--- src/rtl/f2f_pkg.sv ---
// -----------------------------------------------------------------------------
// f2f_pkg
// Shared types and default widths for the shared fixed-to-float controller.
//   state_t  : controller FSM encoding (IDLE, CONV, HOLD)
//   DEF_*    : default converter widths (19-bit unsigned in, IEEE-754 single out)
//   FLOAT_W  : width of the packed float result (sign + exponent + mantissa)
// -----------------------------------------------------------------------------
package f2f_pkg;

   typedef enum logic [1:0] {
      IDLE = 2'd0,
      CONV = 2'd1,
      HOLD = 2'd2
   } state_t;

   localparam int DEF_IN_W  = 19;
   localparam int DEF_EXP_W = 8;
   localparam int DEF_MAN_W = 23;
   localparam int FLOAT_W   = DEF_EXP_W + DEF_MAN_W + 1;

endpackage

--- src/rtl/f2f_rr_pick.sv ---
// -----------------------------------------------------------------------------
// f2f_rr_pick
// Combinational round-robin picker.
//   valid      in  N_REQ  request vector
//   ptr        in  ID_W   highest-priority index (must be < N_REQ)
//   grant      out ID_W   first valid index at or after ptr, modulo N_REQ
//   any_valid  out 1      at least one request is valid
// -----------------------------------------------------------------------------
module f2f_rr_pick #(
   parameter int N_REQ = 4,
   parameter int ID_W  = $clog2(N_REQ)
) (
   input  logic [N_REQ-1:0] valid,
   input  logic [ID_W-1:0]  ptr,
   output logic [ID_W-1:0]  grant,
   output logic             any_valid
);

   localparam logic [ID_W:0]   N_WIDE = (ID_W + 1)'(N_REQ);
   localparam logic [ID_W-1:0] N_NARR = ID_W'(N_REQ);

   // cand[k] is the requester index searched at offset k from ptr.
   logic [ID_W-1:0] cand [N_REQ];

   genvar gi;
   generate
      for (gi = 0; gi < N_REQ; gi++) begin : g_cand
         localparam logic [ID_W:0]   OFF_WIDE = (ID_W + 1)'(gi);
         localparam logic [ID_W-1:0] OFF_NARR = ID_W'(gi);
         logic [ID_W:0] sum;
         assign sum = {1'b0, ptr} + OFF_WIDE;
         // ptr < N_REQ so one conditional subtraction is a full modulo;
         // narrow arithmetic is exact because the result fits in ID_W bits.
         assign cand[gi] = (sum >= N_WIDE) ? (ptr + OFF_NARR - N_NARR)
                                           : (ptr + OFF_NARR);
      end
   endgenerate

   // Walk from the farthest offset down so the nearest valid one wins.
   always_comb begin
      grant     = '0;
      any_valid = 1'b0;
      for (int k = N_REQ - 1; k >= 0; k--) begin
         if (valid[cand[k]]) begin
            grant     = cand[k];
            any_valid = 1'b1;
         end
      end
   end

endmodule

--- src/rtl/fxd2flot.sv ---
// -----------------------------------------------------------------------------
// fxd2flot
// Combinational unsigned-integer to IEEE-754 float converter.
//   fxd_in   in  IN_W              unsigned integer
//   flt_out  out EXP_W+MAN_W+1     float, sign in MSB (always 0 here)
//   zero     out 1                 input was zero (flt_out is then all zeros)
// Bits below the leading one are left-aligned into the mantissa; when the
// input is wider than MAN_W+1 the excess low bits are truncated.
// -----------------------------------------------------------------------------
module fxd2flot #(
   parameter int IN_W  = 19,
   parameter int EXP_W = 8,
   parameter int MAN_W = 23
) (
   input  logic [IN_W-1:0]        fxd_in,
   output logic [EXP_W+MAN_W:0]   flt_out,
   output logic                   zero
);

   localparam int BIAS = (1 << (EXP_W - 1)) - 1;

   logic [IN_W+MAN_W-1:0] wide;
   logic [MAN_W-1:0]      mant;
   logic [EXP_W-1:0]      expo;
   int                    msb;
   int                    sh;

   assign wide = {{MAN_W{1'b0}}, fxd_in};

   always_comb begin
      msb = 0;
      for (int i = 0; i < IN_W; i++) begin
         if (fxd_in[i]) begin
            msb = i;
         end
      end
      // Move the leading one to bit MAN_W so it drops off as the hidden bit.
      sh = MAN_W - msb;
      if (sh >= 0) begin
         mant = MAN_W'(wide << sh);
      end else begin
         mant = MAN_W'(wide >> (-sh));
      end
      expo = EXP_W'(BIAS + msb);
   end

   assign zero    = (fxd_in == '0);
   assign flt_out = zero ? '0 : {1'b0, expo, mant};

endmodule

--- src/rtl/f2f_share_ctrl.sv ---
// -----------------------------------------------------------------------------
// f2f_share_ctrl
// Shares one fxd2flot converter among N_REQ requesters, one transaction at a
// time, with round-robin arbitration.
//   clk, rst               clock, synchronous active-high reset
//   req_valid/req_ready    per-requester handshake (ready is one-hot or zero)
//   req_data               requester i on [i*IN_W +: IN_W]
//   rsp_valid/rsp_ready    response handshake
//   rsp_data/rsp_zero      registered float result and zero flag
//   rsp_id                 requester that produced the response
//   busy                   FSM is not IDLE
//   conv_count             completed responses, wraps at 16 bits
// -----------------------------------------------------------------------------
module f2f_share_ctrl
   import f2f_pkg::*;
#(
   parameter int N_REQ    = 4,
   parameter int IN_W     = DEF_IN_W,
   parameter int EXP_W    = DEF_EXP_W,
   parameter int MAN_W    = DEF_MAN_W,
   parameter int CONV_LAT = 1,
   parameter int ID_W     = $clog2(N_REQ)
) (
   input  logic                    clk,
   input  logic                    rst,
   input  logic [N_REQ-1:0]        req_valid,
   input  logic [N_REQ*IN_W-1:0]   req_data,
   output logic [N_REQ-1:0]        req_ready,
   output logic                    rsp_valid,
   input  logic                    rsp_ready,
   output logic [EXP_W+MAN_W:0]    rsp_data,
   output logic                    rsp_zero,
   output logic [ID_W-1:0]         rsp_id,
   output logic                    busy,
   output logic [15:0]             conv_count
);

   localparam int                 LAT_W    = (CONV_LAT > 1) ? $clog2(CONV_LAT) : 1;
   localparam logic [LAT_W-1:0]   LAT_LAST = LAT_W'(CONV_LAT - 1);
   localparam logic [ID_W-1:0]    LAST_ID  = ID_W'(N_REQ - 1);

   state_t                 state_q, state_d;
   logic [ID_W-1:0]        ptr_q, ptr_d;
   logic [LAT_W-1:0]       lat_cnt_q, lat_cnt_d;
   logic [IN_W-1:0]        in_q, in_d;
   logic [ID_W-1:0]        id_q, id_d;
   logic                   rsp_valid_q, rsp_valid_d;
   logic [EXP_W+MAN_W:0]   rsp_data_q, rsp_data_d;
   logic                   rsp_zero_q, rsp_zero_d;
   logic [ID_W-1:0]        rsp_id_q, rsp_id_d;
   logic [15:0]            conv_count_q, conv_count_d;

   logic [ID_W-1:0]        grant;
   logic                   any_valid;
   logic [IN_W-1:0]        req_word [N_REQ];
   logic [EXP_W+MAN_W:0]   conv_flt;
   logic                   conv_zero;

   f2f_rr_pick #(
      .N_REQ (N_REQ),
      .ID_W  (ID_W)
   ) u_pick (
      .valid     (req_valid),
      .ptr       (ptr_q),
      .grant     (grant),
      .any_valid (any_valid)
   );

   // The converter only ever sees the latched word, so its input is stable
   // for the whole CONV state regardless of what requesters do.
   fxd2flot #(
      .IN_W  (IN_W),
      .EXP_W (EXP_W),
      .MAN_W (MAN_W)
   ) u_conv (
      .fxd_in  (in_q),
      .flt_out (conv_flt),
      .zero    (conv_zero)
   );

   genvar gi;
   generate
      for (gi = 0; gi < N_REQ; gi++) begin : g_req
         assign req_word[gi]  = req_data[gi*IN_W +: IN_W];
         // Ready depends only on state and the valid vector.
         assign req_ready[gi] = (state_q == IDLE) && any_valid &&
                                (grant == ID_W'(gi));
      end
   endgenerate

   always_comb begin
      state_d      = state_q;
      ptr_d        = ptr_q;
      lat_cnt_d    = lat_cnt_q;
      in_d         = in_q;
      id_d         = id_q;
      rsp_valid_d  = rsp_valid_q;
      rsp_data_d   = rsp_data_q;
      rsp_zero_d   = rsp_zero_q;
      rsp_id_d     = rsp_id_q;
      conv_count_d = conv_count_q;

      case (state_q)
         IDLE: begin
            // The granted requester's ready equals its valid, so any valid
            // request is an accept.
            if (any_valid) begin
               in_d      = req_word[grant];
               id_d      = grant;
               ptr_d     = (grant == LAST_ID) ? '0 : grant + 1'b1;
               lat_cnt_d = '0;
               state_d   = CONV;
            end
         end
         CONV: begin
            lat_cnt_d = lat_cnt_q + 1'b1;
            if (lat_cnt_q == LAT_LAST) begin
               rsp_data_d  = conv_flt;
               rsp_zero_d  = conv_zero;
               rsp_id_d    = id_q;
               rsp_valid_d = 1'b1;
               state_d     = HOLD;
            end
         end
         HOLD: begin
            // Returning to IDLE here means the next accept is at least one
            // cycle after the response handshake.
            if (rsp_ready) begin
               rsp_valid_d  = 1'b0;
               conv_count_d = conv_count_q + 16'd1;
               state_d      = IDLE;
            end
         end
         default: begin
            state_d = IDLE;
         end
      endcase
   end

   always_ff @(posedge clk) begin
      if (rst) begin
         state_q      <= IDLE;
         ptr_q        <= '0;
         lat_cnt_q    <= '0;
         in_q         <= '0;
         id_q         <= '0;
         rsp_valid_q  <= 1'b0;
         rsp_data_q   <= '0;
         rsp_zero_q   <= 1'b0;
         rsp_id_q     <= '0;
         conv_count_q <= '0;
      end else begin
         state_q      <= state_d;
         ptr_q        <= ptr_d;
         lat_cnt_q    <= lat_cnt_d;
         in_q         <= in_d;
         id_q         <= id_d;
         rsp_valid_q  <= rsp_valid_d;
         rsp_data_q   <= rsp_data_d;
         rsp_zero_q   <= rsp_zero_d;
         rsp_id_q     <= rsp_id_d;
         conv_count_q <= conv_count_d;
      end
   end

   assign rsp_valid  = rsp_valid_q;
   assign rsp_data   = rsp_data_q;
   assign rsp_zero   = rsp_zero_q;
   assign rsp_id     = rsp_id_q;
   assign busy       = (state_q != IDLE);
   assign conv_count = conv_count_q;

endmodule
--- config.mk ---
export PLATFORM = sky130hd
export DESIGN_NAME = f2f_share_ctrl
export DESIGN_NICKNAME = d
export VERILOG_FILES = /design/src/rtl/f2f_pkg.sv /design/src/rtl/f2f_rr_pick.sv /design/src/rtl/fxd2flot.sv /design/src/rtl/f2f_share_ctrl.sv
export SDC_FILE = /design/constraint.sdc
export NUM_CORES = 1
export LEC_CHECK = 0
export ABC_AREA = 1
export CORE_AREA = 2 2 137 139
export CTS_CLUSTER_DIAMETER = 150
export DETAILED_ROUTE_END_ITERATION = 10
export DIE_AREA = 0 0 139 141
export PLACE_DENSITY_LB_ADDON = 0.25
export SETUP_SLACK_MARGIN = 0.4
export SLEW_MARGIN = 15
export SYNTH_ARGS = -nofsm -noshare
export SYNTH_HDL_FRONTEND = slang
export SYNTH_SLANG_ARGS = --single-unit
--- constraint.sdc ---
create_clock -name clk -period 12.4 [get_ports clk]
set_input_delay 1.24 -clock clk [delete_from_list [all_inputs] [get_ports clk]]
set_output_delay 1.24 -clock clk [all_outputs]
set_load 0.02 [all_outputs]
# ---- Yosys cells after proc, flatten, opt, wreduce, memory -nomap -nowiden
# Index checks and enable logic that the tools add are counted.
dict set report classes {
  n_addsub 9
  order_cmp 6
  eq_ne 8
  shifts 2
  muxes 49
  n_bitwise 2
  reduce_logical 17
}
# operator n
set ops {}
lappend ops {{19-bit binary-select mux with 2-bit select} 1}
lappend ops {{19-bit 2-to-1 mux} 2}
lappend ops {{32-bit by 1-bit greater-or-equal comparator with 1-bit output, second input constant} 1}
lappend ops {{4-bit 2-to-1 mux} 8}
lappend ops {{32-bit negator} 1}
lappend ops {{19-bit by 32-bit << shifter with 23-bit output} 1}
lappend ops {{19-bit by 32-bit >> shifter with 23-bit output} 1}
lappend ops {{31-bit 2-to-1 mux} 1}
lappend ops {{23-bit 2-to-1 mux} 1}
lappend ops {{2-bit 2-to-1 mux} 10}
lappend ops {{19-bit zero test} 1}
lappend ops {{16-bit by 1-bit adder with 16-bit output, second input constant} 1}
lappend ops {{5-bit 2-to-1 mux} 3}
lappend ops {{2-bit by 3-bit < comparator with 1-bit output, second input constant} 4}
lappend ops {{1-bit 2-to-1 mux} 12}
lappend ops {{3-bit 2-to-1 mux} 4}
lappend ops {{7-bit by 5-bit adder with 8-bit output, first input constant} 1}
lappend ops {{1-bit binary-select mux with 2-bit select} 4}
lappend ops {{2-bit AND reduction} 4}
lappend ops {{2-bit equality test, second input constant} 3}
lappend ops {{2-bit != test, second input constant} 3}
lappend ops {{2-bit one-hot mux with 3 select lines} 1}
lappend ops {{3-bit AND reduction} 2}
lappend ops {{2-bit nonzero test} 3}
lappend ops {{other kinds (11)} 20}
dict set report totals {
  regBits 78
  in_bits 83
  output_inout_bits 57
  elab_cells 103
}

# ---- Longest topological paths before layout
dict set report depth {
  depth_word 23
  depth_mapped 35
  depth_no_buf 35
}

# ---- By module
# Synthesis repeated with hierarchy kept, for this count alone.
dict set report hier_totals {
  hier_cells 1106
  hier_area_um2 6670.1
}
# mod n_inst cells_per_inst area_each_um2 seq_area_each_um2
set modules_own_cells {}
lappend modules_own_cells {f2f_share_ctrl 1 527 3804.9 1561.5}
lappend modules_own_cells {fxd2flot 1 535 2640.0 0.0}
lappend modules_own_cells {f2f_rr_pick 1 44 225.2 0.0}

# ---- Least setup slack after synthesis
# Ideal clock, no wire load.
dict set report synth_timing {
  kind {input-to-output}
  startpoint {input port req_valid[1]}
  endpoint {output port req_ready[3]}
  arrival_ns 3.174
  required_ns 11.160
  slack_ns 7.986
  path_stages 13
  n_path_buf 2
  path_cell_list {or2_2 -> o21ai_1 -> inv_1 -> nand2_1 -> o21ai_0 -> a21oi_1 -> nand3_1 -> nand2_1 -> buf_2 -> buf_2 -> ha_1 -> inv_1 -> nor2_1}
}
dict set report synth_between {
  elab_chain_cells 8
  word_cells_on_any_way 19
  cone_classes {eq/ne: 1; mux: 16; reduce/logical: 2}
}
# element line
set synth_rtl {}
lappend synth_rtl {{start, declared} f2f_share_ctrl.sv:26} ;# input logic [N_REQ-1:0] req_valid,
lappend synth_rtl {{1-bit binary-select mux with 2-bit select} f2f_rr_pick.sv:44} ;# if (valid[cand[k]]) begin
lappend synth_rtl {{1-bit 2-to-1 mux (implied by the code)} f2f_rr_pick.sv:44}
lappend synth_rtl {{2-bit 2-to-1 mux (3 in series)} f2f_rr_pick.sv:44}
lappend synth_rtl {{2-bit 2-to-1 mux (*)} f2f_rr_pick.sv:44}
lappend synth_rtl {{named net grant[0]} f2f_share_ctrl.sv:53} ;# logic [ID_W-1:0] grant;
lappend synth_rtl {{2-bit equality test (*)} f2f_share_ctrl.sv:87} ;# (grant == ID_W'(gi));
lappend synth_rtl {{1-bit logical AND (*)} f2f_share_ctrl.sv:86} ;# assign req_ready[gi] = (state_q == IDLE) && any_valid &&
lappend synth_rtl {{end, declared} f2f_share_ctrl.sv:28} ;# output logic [N_REQ-1:0] req_ready,
# The timed path passes the listed nets; every way through them passes the cells marked *. The select of a mux whose other input is x is not followed.

# ---- Final worst setup path
dict set report layout_timing {
  startpoint {input port req_valid[3]}
  endpoint {output port req_ready[3]}
}
dict set report layout_between {
  elab_chain_cells 8
  word_cells_on_any_way 19
  cone_classes {eq/ne: 1; mux: 16; reduce/logical: 2}
}
# element line
set layout_rtl {}
lappend layout_rtl {{1-bit binary-select mux with 2-bit select} f2f_rr_pick.sv:44}
lappend layout_rtl {{1-bit 2-to-1 mux (implied by the code)} f2f_rr_pick.sv:44}
lappend layout_rtl {{2-bit 2-to-1 mux / 1-bit 2-to-1 mux (equally long branches) (4 in series)} f2f_rr_pick.sv:44}
lappend layout_rtl {{2-bit equality test / 1-bit logical AND (equally long branches)} {f2f_share_ctrl.sv:87, f2f_share_ctrl.sv:86}}
lappend layout_rtl {{1-bit logical AND (*)} f2f_share_ctrl.sv:86}
# Every way passes the cells marked *; elsewhere a longest branch is shown, timed or not. The select of a mux whose other input is x is not followed.

==> impl_metrics.py <==
metrics = {
    "outcome": {
        "status": "finished, final reports clean",
    },
    "synth": {
        "synth-compound-area-share": 0.214,
        "ys_types": 57,
        "synthTopCellsByArea": "dfxtp_1 (25%), nand2_1 (18%), nor2_1 (6.9%)",
        "syn_nets": 1119,
        "synth-edff-count": 0,
        "yosysWarnings": 0,
        "ys_seq_area_frac": 0.253,
        "yosys.area_share.simple": 0.372,
        "ys_dominant_reg_cell": "dfxtp_1",
        "synthMuxAreaShare": 0.0115,
        "synth.most_common_cell": "nand2_1",
        "post_synth_fa_ha_maj_area_fraction": 0.0341,
        "syn_inst": 1020,
        "synth_area_mm2": 0.00609,
        "yosysTopAreaCell": "dfxtp_1",
        "synth_top_area_share": 0.253,
        "synth_top_family_by_area": "simple AND/OR/NAND/NOR gates",
        "synth_commonest_cells": "nand2_1 (290), nor2_1 (112), inv_1 (97), nand3_1 (79), dfxtp_1 (77)",
        "synth-xor-area-share": 0.00883,
        "syn_area_per_cell_um2": 5.97,
        "synth-async-reset-ratio": 0,
        "ys_ff_latch": 77,
    },
    "global_routing": {
        "grtUsageTotal": 0.202,
        "grt_pass1_wl_um": 32400,
        "grt_overflow": 0,
        "antenna_found_initial": 0,
        "grt_max_degree": 49,
        "grt_pass1_vias": 6556,
    },
    "place": {
        "dp_hpwl_um": 15200,
        "place_area_mm2": 0.00755,
        "place_congestion": 0.923,
        "port_buffers": 138,
    },
    "finish": {
        "design_area_mm2": 0.00785,
        "diodes": 0,
        "multi_input_area_mm2": 0.00391,
        "drive_above_1_share": 0.0488,
        "seq_area_mm2": 0.00154,
        "nets": 1220,
        "synthToLayoutAreaGrowth_pct": 28.9,
        "fillers": 1988,
    },
    "critical_path": {
        "startpoint_type": "input pin",
        "worstPathRequired_ps": 11160,
        "cp_data_arrival_time_ps": 4550,
        "startpoint": "req_valid[3]",
        "crit_type": "input pin to output port",
        "cp-end-kind": "output port",
        "worstReg2RegStart": "in_q[18]",
        "crit_fanout": 28,
    },
    "clock_network": {
        "post_cts_buffers": 0,
        "cts_tree": "done",
        "clock-sinks": 77,
        "insertion_delay_ps": 350,
        "cts-root-buf": "clkbuf_16",
        "tritoncts.num_buffers": 9,
        "clock_path_buffers": 2,
        "cts_htree_levels": 3,
        "hold_buffers": 0,
        "cts_resized": 0,
        "cts.clk_slew.worst_paths_ps": 70,
    },
    "min_path": {
        "min_from": "conv_count[15]",
        "hp-class": "flop to flop",
    },
    "timing": {
        "finalCritPeriodShare": 0.467,
        "max_freq_ghz": 0.173,
        "hold_viol_final": 0,
        "grt_setup_unrepaired": "false",
        "worst_slew_pin_slew_ps": 1040,
        "finalSetupViolations": 0,
        "skew_ps": 7.92,
        "finalMaxSlewViolations": 0,
        "finalSetupTns_ps": 0,
        "relSlewSlack": 0.300,
        "period_needed_ps": 5790,
    },
    "routing": {
        "postRouteAntennaNets": 0,
        "first_iter_violations": 490,
        "drt-total-wl_um": 19800,
        "drt-pass1-iter-count": 6,
        "via_count": 6868,
        "via_per_inst": 5.05,
        "drc": 0,
        "routedWlPerCell_um": 14.6,
    },
    "run": {
        "max-cap-violations": 0,
    },
    "floorplanning": {
        "core_area_mm2": 0.0183,
        "rows": 50,
        "dieHeight_um": 141,
        "dieArea_mm2": 0.0196,
        "initial_core_util": 0.333,
        "io_pins": 140,
        "die_x_um": 139,
    },
}
metrics by stage:
stage | instances | util | hold slack (ps) | setup WS, ps
final | 1360 | 0.430 | 452 | 6610
after global routing | 1360 | 0.430 | 474 | 6220
after CTS | 1360 | 0.430 | 451 | 6650
after detailed placement | 1344 | 0.413 | 442 | 6660
after global placement | 1344 | 0.413 | 435 | 6790
after floorplan | 1020 | - | 456 | 7990
worst max-delay path, stage by stage:
cell	delay, ps
clkdlybuf4s50_1	420
or2_1	220
o21ai_0	130
nor2_1	100
o21bai_1	190
nor3_1	140
nor2_1	60
a21oi_1	190
o21ai_2	180
inv_1	570
ha_1	260
inv_1	40
nor2_1	150
clkdlybuf4s50_1	650
sequential cells by signal, indices dropped and copies added (netlist names):
register,count
state_q,2
id_q,2
rsp_zero,1
conv_count,16
ptr_q,2
lat_cnt_q,1
in_q,19
rsp_data,31
rsp_valid,1
rsp_id,2
layout make-up:
class | instances | area share
Sequential cell | 77 | 0.196
Clock buffer | 9 | 0.0287
Tap cell | 234 | 0.0373
Clock inverter | 7 | 0.00956
Multi-Input combinational cell | 782 | 0.498
Timing Repair Buffer | 141 | 0.178
Inverter | 110 | 0.0526
logic make-up (layout without fill, tap and decap cells):
| group | after synthesis | count (layout) |
|---|---|---|
| AND/OR/NAND/NOR | 527 | 527 |
| other | 1 | 1 |
| AO/OA/AOI/OAI | 227 | 227 |
| XOR/XNOR | 4 | 4 |
| flip-flops | 77 | 77 |
| adder cells (fa/ha/maj) | 16 | 16 |
| multiplexers | 7 | 7 |
| buffers and inverters | 161 | 267 |
worst paths after layout:
kind | to | slack, ps | cells after the start
worst max-delay path | req_ready[3] | 6610 | 14
worst min-delay path | conv_count[15] | 450 | 1
worst max register to register | rsp_data[2] | 6760 | 21
worst min register to register | conv_count[15] | 450 | 1
routing by layer:
layer,wire length (um),global-route usage
met1,8790,0.258
met2,9200,0.337
met3,1500,0.0496
met4,337,0.0595
met5,0,0
cells in the final DEF (no fill, tap or decap), types with 8 or more instances in the layout:
master	instances
o21ai_0	71
o21ai_1	40
o22ai_1	9
nand4_1	15
a21oi_1	63
clkbuf_16	9
nand3_1	79
dfxtp_1	77
o211ai_1	11
inv_2	8
clkdlybuf4s50_1	137
nor2_1	112
nand2_1	290
ha_1	15
inv_1	97
Power is left out: the tool's default activity adds up to more than one toggle a clock period on the data nets, which glitch-free logic cannot reach.
